### config.mk
export PLATFORM = sky130hd
export DESIGN_NAME = guess_evaluator
export DESIGN_NICKNAME = d
export VERILOG_FILES = /design/src/rtl/guess_evaluator_pkg.sv /design/src/rtl/guess_evaluator_bcd_counter.sv /design/src/rtl/guess_evaluator.sv
export SDC_FILE = /design/constraint.sdc
export NUM_CORES = 1
export LEC_CHECK = 0
export BUFFER_PORTS_ARGS = -buffer_cell sky130_fd_sc_hd__buf_2
export CORE_MARGIN = 10
export CORE_UTILIZATION = 37
export CTS_BUF_LIST = sky130_fd_sc_hd__clkbuf_8
export CTS_CLUSTER_DIAMETER = 40
export DETAILED_ROUTE_END_ITERATION = 12
export SKIP_CTS_REPAIR_TIMING = 1
export SYNTH_ARGS = -nofsm -noshare
export SYNTH_HDL_FRONTEND = slang
export SYNTH_SLANG_ARGS = --single-unit
### constraint.sdc
create_clock -name i_clk -period 2.95 [get_ports i_clk]
set_input_delay 0.1475 -clock i_clk [delete_from_list [all_inputs] [get_ports i_clk]]
set_output_delay 0.1475 -clock i_clk [all_outputs]
set_load 0.005 [all_outputs]
### src/rtl/guess_evaluator_pkg.sv
// Shared definitions for the whack-a-mole round controller: FSM states,
// score ceiling and mole position width.
package guess_evaluator_pkg;

    typedef enum logic [2:0] {
        ST_IDLE      = 3'd0,
        ST_REQ       = 3'd1,
        ST_WAIT_MOLE = 3'd2,
        ST_ARMED     = 3'd3,
        ST_HOLD      = 3'd4,
        ST_OVER      = 3'd5
    } state_e;

    localparam logic [15:0] SCORE_MAX_BCD = 16'h9999;
    localparam int          MOLE_W        = 3;
    localparam int          CNT_W         = 28;

endpackage

### src/rtl/guess_evaluator_bcd_counter.sv
// 4-digit packed BCD counter: synchronous clear, enable-driven increment
// that saturates at 9999.
module bcd_counter
    import guess_evaluator_pkg::*;
(
    input  logic        i_clk,
    input  logic        i_rst_n,
    input  logic        i_clr,
    input  logic        i_inc,
    output logic [15:0] o_count
);

    logic [15:0] r_count;
    logic [15:0] w_count_inc;
    logic        w_carry;

    // Ripple a decimal carry through the four nibbles.
    always_comb begin
        w_count_inc = r_count;
        w_carry     = 1'b1;
        for (int d = 0; d < 4; d++) begin
            if (w_carry) begin
                if (r_count[4*d +: 4] == 4'd9) begin
                    w_count_inc[4*d +: 4] = 4'd0;
                end else begin
                    w_count_inc[4*d +: 4] = r_count[4*d +: 4] + 4'd1;
                    w_carry               = 1'b0;
                end
            end
        end
    end

    always_ff @(posedge i_clk or negedge i_rst_n) begin
        if (!i_rst_n) begin
            r_count <= 16'h0000;
        end else if (i_clr) begin
            r_count <= 16'h0000;
        end else if (i_inc && (r_count != SCORE_MAX_BCD)) begin
            r_count <= w_count_inc;
        end
    end

    assign o_count = r_count;

endmodule

### src/rtl/guess_evaluator.sv
// Whack-a-mole round controller and scorer. Define ROUND_TIMEOUT_EN to make
// an unanswered round count as a miss after ROUND_TICKS armed cycles.
module guess_evaluator
    import guess_evaluator_pkg::*;
#(
    parameter int unsigned ROUND_TICKS = 200_000_000,
    parameter int unsigned HOLD_TICKS  = 100_000_000,
    parameter int unsigned MAX_MISSES  = 3
) (
    input  logic              i_clk,
    input  logic              i_rst_n,
    input  logic              i_restart_game,
    input  logic              i_guess_valid,
    input  logic [MOLE_W-1:0] i_user_guess,
    input  logic              i_mole_valid,
    input  logic [MOLE_W-1:0] i_mole_position,
    output logic              o_mole_req,
    output logic [MOLE_W-1:0] o_mole_position,
    output logic              o_user_right,
    output logic              o_user_wrong,
    output logic              o_game_over,
    output logic [15:0]       o_score,
    output logic [1:0]        o_misses,
    output logic [2:0]        o_dbg_state
);

    localparam logic [CNT_W-1:0] HOLD_LAST  = CNT_W'(HOLD_TICKS - 1);
    localparam logic [1:0]       MISS_LIMIT = 2'(MAX_MISSES);

    state_e            r_state;
    state_e            w_state_next;
    logic [CNT_W-1:0]  r_cnt;
    logic              r_mole_req;
    logic              r_user_right;
    logic              r_user_wrong;
    logic              r_game_over;
    logic [1:0]        r_misses;
    logic [MOLE_W-1:0] r_mole_position;

    logic w_guess_taken;
    logic w_correct;
    logic w_timeout;
    logic w_cnt_run;
    logic w_hold_done;
    logic w_right_ev;
    logic w_wrong_ev;

    assign w_guess_taken = (r_state == ST_ARMED) && i_guess_valid;
    assign w_correct     = (i_user_guess == r_mole_position);
    assign w_hold_done   = (r_state == ST_HOLD) && (r_cnt == HOLD_LAST);

`ifdef ROUND_TIMEOUT_EN
    localparam logic [CNT_W-1:0] ROUND_LAST = CNT_W'(ROUND_TICKS - 1);
    // A guess arriving on the timeout edge takes precedence over the timeout.
    assign w_timeout = (r_state == ST_ARMED) && !i_guess_valid && (r_cnt == ROUND_LAST);
    assign w_cnt_run = (r_state == ST_ARMED) || (r_state == ST_HOLD);
`else
    assign w_timeout = 1'b0;
    assign w_cnt_run = (r_state == ST_HOLD);
`endif

    assign w_right_ev = !i_restart_game && w_guess_taken && w_correct;
    assign w_wrong_ev = !i_restart_game && ((w_guess_taken && !w_correct) || w_timeout);

    always_comb begin
        w_state_next = r_state;
        if (i_restart_game) begin
            w_state_next = ST_REQ;
        end else begin
            case (r_state)
                ST_IDLE:      w_state_next = ST_IDLE;
                ST_REQ:       w_state_next = ST_WAIT_MOLE;
                ST_WAIT_MOLE: if (i_mole_valid) w_state_next = ST_ARMED;
                ST_ARMED:     if (w_guess_taken || w_timeout) w_state_next = ST_HOLD;
                ST_HOLD: begin
                    if (w_hold_done) begin
                        w_state_next = (r_misses == MISS_LIMIT) ? ST_OVER : ST_REQ;
                    end
                end
                ST_OVER:      w_state_next = ST_OVER;
                default:      w_state_next = ST_IDLE;
            endcase
        end
    end

    always_ff @(posedge i_clk or negedge i_rst_n) begin
        if (!i_rst_n) begin
            r_state         <= ST_IDLE;
            r_cnt           <= '0;
            r_mole_req      <= 1'b0;
            r_user_right    <= 1'b0;
            r_user_wrong    <= 1'b0;
            r_game_over     <= 1'b0;
            r_misses        <= 2'd0;
            r_mole_position <= '0;
        end else begin
            r_state      <= w_state_next;
            r_mole_req   <= (w_state_next == ST_REQ);
            r_game_over  <= (w_state_next == ST_OVER);
            r_user_right <= w_right_ev;
            r_user_wrong <= w_wrong_ev;

            // Counter restarts on every state entry, including a restart re-entering REQ.
            if (i_restart_game || (w_state_next != r_state)) begin
                r_cnt <= '0;
            end else if (w_cnt_run) begin
                r_cnt <= r_cnt + 1'b1;
            end

            if (i_restart_game) begin
                r_misses        <= 2'd0;
                r_mole_position <= '0;
            end else begin
                if (w_wrong_ev) begin
                    r_misses <= r_misses + 2'd1;
                end
                if ((r_state == ST_WAIT_MOLE) && i_mole_valid) begin
                    r_mole_position <= i_mole_position;
                end
            end
        end
    end

    bcd_counter u_score (
        .i_clk   (i_clk),
        .i_rst_n (i_rst_n),
        .i_clr   (i_restart_game),
        .i_inc   (w_right_ev),
        .o_count (o_score)
    );

    assign o_mole_req      = r_mole_req;
    assign o_mole_position = r_mole_position;
    assign o_user_right    = r_user_right;
    assign o_user_wrong    = r_user_wrong;
    assign o_game_over     = r_game_over;
    assign o_misses        = r_misses;
    assign o_dbg_state     = r_state;

endmodule

=== Yosys cells after proc, flatten, opt, wreduce, memory -nomap -nowiden ===
Index checks and enable logic that the tools add are counted.

* Output and inout port bits: 28
* Input bits: 11
* Memories: 0
* RAM bits: 0
* Register bits: 56
* Word-level logic and storage cells: 81
* Bits in read-only memories: 0
* Bits in latches: 0

* Bitwise logic cells: 0
* Reductions and logical operators: 21
* Multiplexer cells: 26
* Equal/unequal tests: 16
* Multiply operators: 0
* Shift-type cells: 0
* Div/mod/pow operators: 0
* Add/sub/neg operators: 6
* $lt $le $gt $ge: 0

{| class="wikitable"
|+ Operators by type and width
! operator !! number
|-
| $mux 28 || 2
|-
| $mux 16 || 2
|-
| $add 28x1->28 const B || 1
|-
| $eq 28x27->1 const B || 1
|-
| $mux 4 || 7
|-
| $mux 3 || 7
|-
| $add 4x1->4 const B || 4
|-
| $eq 4x4->1 const B || 4
|-
| $ne 16x16->1 const B || 1
|-
| $pmux 3 s5 || 1
|-
| $reduce_bool 2->1 || 7
|-
| $eq 3x3->1 const B || 3
|-
| $logic_and 1x1->1 || 8
|-
| $eq 3x1->1 const B || 2
|-
| $eq 3x2->1 const B || 2
|-
| $reduce_and 2->1 || 3
|-
| $mux 1 || 5
|-
| $mux 2 || 2
|-
| $eq 3x3->1 || 1
|-
| $ne 3x3->1 || 1
|-
| $add 2x1->2 const B || 1
|-
| $eq 2x2->1 const B || 1
|-
| $logic_not 1->1 || 2
|-
| $logic_or 1x1->1 || 1
|}

=== Longest topological paths before layout ===
* Depth in word-level cells: 8
* Gate-level depth with buffers: 9
* Depth with buffers taken out: 7

=== Hierarchy ===
From an unflattened synthesis, not the netlist that was laid out.

* Cell total of the unflattened synthesis: 316
* Area total of the unflattened synthesis: 3125.5 um^2

{| class="wikitable"
|+ By module, submodules not included
! module !! area each (um^2) !! cells each !! times used
|-
| guess_evaluator || 2108.3 || 209 || 1
|-
| bcd_counter || 1017.2 || 107 || 1
|}

=== Least setup slack after synthesis ===
No wires, ideal clock.

* Path kind: register to register
* Start: register r_state[2] (netlist: o_dbg_state[2])
* End: register u_score.r_count[15] (netlist: u_score.o_count[15])
* Library setup time: 87 ps
* Required time: 2863 ps
* Period minus slack after synthesis: 2110 ps
* Arrival time: 2024 ps
* Setup slack: 840 ps
* Stages on the path, launching flop included: 7
* Path through: dfrtp_1 buf_2 nand4b_4 nor4_4 or4b_4 or3_1 o211ai_1

* Word-level cells in the longest chain between the ends: 7

{| class="wikitable"
|+ RTL lines
! item !! line !! text
|-
| start, declared || guess_evaluator.sv:30 || <nowiki>state_e r_state;</nowiki>
|-
| start signal, assigned || guess_evaluator.sv:97 || <nowiki>r_state <= w_state_next;</nowiki>
|-
| $eq 3x2->1 || guess_evaluator.sv:48 || <nowiki>assign w_guess_taken = (r_state == ST_ARMED) && i_guess_valid;</nowiki>
|-
| $logic_and 1x1->1 || guess_evaluator.sv:48 ||
|-
| $logic_and 1x1->1 (2 in a row) || guess_evaluator.sv:62 || <nowiki>assign w_right_ev = !i_restart_game && w_guess_taken && w_correct;</nowiki>
|-
| $logic_and 1x1->1 || guess_evaluator_bcd_counter.sv:38 || <nowiki>end else if (i_inc && (r_count != SCORE_MAX_BCD)) begin</nowiki>
|-
| $reduce_bool 2->1 (no source line) || n/a ||
|-
| $reduce_and 2->1 (no source line) || n/a ||
|-
| end signal, assigned || guess_evaluator_bcd_counter.sv:39 || <nowiki>r_count <= w_count_inc;</nowiki>
|-
| end, declared || guess_evaluator_bcd_counter.sv:13 || <nowiki>logic [15:0] r_count;</nowiki>
|}

No other way between the ends.
A chain may end at the register's enable or synchronous reset.

=== Final worst setup path ===
* Start: register r_cnt[25]
* End: register r_cnt[19]

* Word-level cells in the longest chain between the ends: 8

{| class="wikitable"
|+ RTL lines
! item !! line !! text
|-
| start, declared || guess_evaluator.sv:32 || <nowiki>logic [CNT_W-1:0] r_cnt;</nowiki>
|-
| start signal, assigned || guess_evaluator.sv:107 || <nowiki>r_cnt <= r_cnt + 1'b1;</nowiki>
|-
| $eq 28x27->1 (*) || guess_evaluator.sv:50 || <nowiki>assign w_hold_done = (r_state == ST_HOLD) && (r_cnt == HOLD_LAST);</nowiki>
|-
| $logic_and 1x1->1 (*) || guess_evaluator.sv:50 ||
|-
| $mux 3 (*) || guess_evaluator.sv:76 || <nowiki>if (w_hold_done) begin</nowiki>
|-
| $pmux 3 s5 (*) || guess_evaluator.sv:70 || <nowiki>case (r_state)</nowiki>
|-
| $mux 3 (*) || guess_evaluator.sv:67 || <nowiki>if (i_restart_game) begin</nowiki>
|-
| $ne 3x3->1 (*) || guess_evaluator.sv:104 || <nowiki>if (i_restart_game || (w_state_next != r_state)) begin</nowiki>
|-
| $logic_or 1x1->1 (*) || guess_evaluator.sv:104 ||
|-
| $mux 28 or $reduce_bool 2->1 (tied branches) || n/a ||
|}

Every way passes the cells marked *; elsewhere a longest branch is shown, timed or not.

==> impl_metrics.csv <==
group,metric,value,unit
layout,fin_area,3350,sq um
yosys,avgSynthCellArea,9.88,sq um
yosys,async_flop_share,100,%
pwr,power_frac_comb,9.9,%
pwr,switchingPower,356,uW
yosys,synth_edf_count,0,
sta,worst_slack,0.565,ns
yosys,synth_area,2940,sq um
critical_path,path_class,"reg -> reg",
clock_network,cts.path.max_buffers,2,
sta,tightest_slew,0.871,ns
yosys,synthFlopType,"dfrtp_1",
placed_design,hpwl,4420,um
yosys,synth-seq-cells,56,
critical_path,cp-start-kind,"flop",
sta,rsz0062_at_grt,"no",
route,drtAntennaViolNets,0,
grt,antenna_found_initial,0,
route,drt_iter0_drc,71,
route,drc,0,
yosys,synth.distinct_cells,48,
clock_network,cts_tree,"done",
die,die-area,11900,sq um
clock_network,cts.sink_count,56,
critical_path,worstPathRequired,3.13,ns
hold_path,min_delay_path_depth,3,
route,dr.pass1.iters,4,
die,core_area,7730,sq um
outcome,status,"finished, final reports clean",
pwr,swShare,24.6,%
placed_design,pre_cts_ws,0.552,ns
layout,multi_input_area,1460,sq um
critical_path,worst_setup_path_end_kind,"flop",
clock_network,cts.htree.levels,2,
yosys,yosys-top-cells-count,"dfrtp_1, nor2_1, xor2_1",
critical_path,critical_path_arrival,2.57,ns
grt,groute.usage.overall,10.6,%
layout,final_layout_size_suffix_gt1_share,17.2,%
die,placementRows,32,
placed_design,dp.cells,432,
die,initial_core_util,38.1,%
layout,register_area,1400,sq um
grt,grt-ovfl-total,0,
clock_network,clkTransAtPathRegs,0.10,ns
route,wl_per_cell,14.2,um
grt,grt_max_degree,32,
critical_path,r2r.worst_path.cells,6,
clock_network,clock_latency,0.31,ns
die,die_w,109,um
die,die_h,109,um
layout,fin_util,43.3,%
run,maxCapViolCount,0,
yosys,syn_inst,298,
sta,period_share,80.9,%
placed_design,portBuffers,38,
sta,whs,0.0915,ns
yosys,synth-warning-count,0,
yosys,synth_area_leaders,"dfrtp_1, xor2_1, nor2_1",
pwr,power_density,431,nW/um^2
pwr,vdd_drop_max,0.000169,V
route,viasPerCell,5.11,
hold_path,holdCritPathClass,"in -> reg",
sta,max-slew-margin-rel,41.1,%
placed_design,placed_cell_area,3240,sq um
grt,grt_pass1_vias,2271,
layout,fillers,753,
yosys,netlist.area_leader.share,47.6,%
route,totalWireLength,6250,um
sta,drv_slew,0,
pwr,static-leakage-power,1.51,nW
grt,grt_pass1_wl,10500,um
pwr,total_power,1.44,mW
sta,fin_skew,0.0169,ns
clock_network,cts_buffers,5,
sta,period_minus_slack,2.39,ns
sta,tns,0,ns
sta,hold_viol,0,
yosys,yosysTopAreaCell,"dfrtp_1",
critical_path,crit_fanout,28,
layout,area_growth,13.7,%
sta,setup_violations,0,
sta,fmax,0.419,GHz
yosys,syn_nets,319,
placed_design,place_congestion,0.738,
yosys,yosysMostFrequentCell,"dfrtp_1",
yosys,ys_seq_area_share,47.6,%
layout,n_antenna_cell,0,
clock_network,cts_root_buf,"clkbuf_8",
route,via_count,2244,
pwr,seqPwrFrac,56.5,%
layout,nets,359,
pwr,p_int,1.09,mW
layout,finalNonFillerCells,439,
die,io_pins,39,
pwr,clock_power_share,33.5,%
-- worst paths after layout --
path	from	endpoint	slack [ns]
max	r_cnt[25]	r_cnt[19]	0.56
min	i_mole_position[0]	o_mole_position[0]	0.09
max reg2reg	r_cnt[25]	r_cnt[19]	0.56
min reg2reg	u_score.o_count[11]	u_score.o_count[11]	0.51
max in group asynchronous	i_rst_n	r_cnt[20]	1.70
min in group asynchronous	i_rst_n	u_score.o_count[6]	0.42
-- cell families after synthesis --
kind of cell             count (synthesis)  share of synthesized area [%]
multiplexers                             4                           1.36
AND/OR/NAND/NOR                        144                           27.0
XOR/XNOR                                32                           9.52
AO/OA/AOI/OAI                           35                           7.40
buffers and inverters                   17                           2.85
flip-flops                              56                           47.6
adder cells (fa/ha/maj)                 10                           4.25
-- worst max-delay path, cell delays in order (launching register included) --
cell     delay [ns]
dfrtp_1        0.40
or4b_2         0.67
nor4_1         0.39
and3_1         0.29
a211o_1        0.12
buf_4          0.29
nor2_1         0.09
-- sequential cells by signal, indices dropped and copies added (netlist names) --
register,count
r_cnt,28
u_score.o_count,16
o_dbg_state,3
o_mole_position,3
o_misses,2
o_game_over,1
o_mole_req,1
o_user_right,1
o_user_wrong,1
-- cells in the final DEF, fill, tap and decap left out, types with 9 or more instances in the layout --
| cell | n |
|---|---|
| nand3_1 | 24 |
| o21ai_0 | 16 |
| xor2_1 | 26 |
| nor2_1 | 43 |
| nand4_1 | 9 |
| ha_1 | 10 |
| nand2_1 | 22 |
| dfrtp_1 | 56 |
| buf_2 | 38 |
-- layer usage --
layer	up-vias	track usage, %	share of wire [%]
met5	-	0	0
met4	0	2.51	0.69
met3	7	3.24	6.5
met2	38	17.9	46
met1	1072	13.1	47
li1	1127	-	-
-- area by class of cell --
| type | count | share of cell area [%] |
|---|---|---|
| clock inverters | 1 | 0.897 |
| well taps | 102 | 3.81 |
| clock buffers | 5 | 2.06 |
| repair buffers | 44 | 7.10 |
| multi-input cells | 225 | 43.6 |
| inverters | 6 | 0.673 |
| flip-flops and latches | 56 | 41.9 |
-- power by group through the flow --
stage / sequential, mW / combinational (mW) / clock (mW)
after CTS: 0.817 / 0.146 / 0.502
after global routing: 0.822 / 0.164 / 0.528
after global placement: 0.831 / 0.142 / 0
after floorplan: 0.829 / 0.0860 / 0
after detailed placement: 0.832 / 0.145 / 0
final: 0.817 / 0.143 / 0.484
Power figures use the tool's default switching activity.
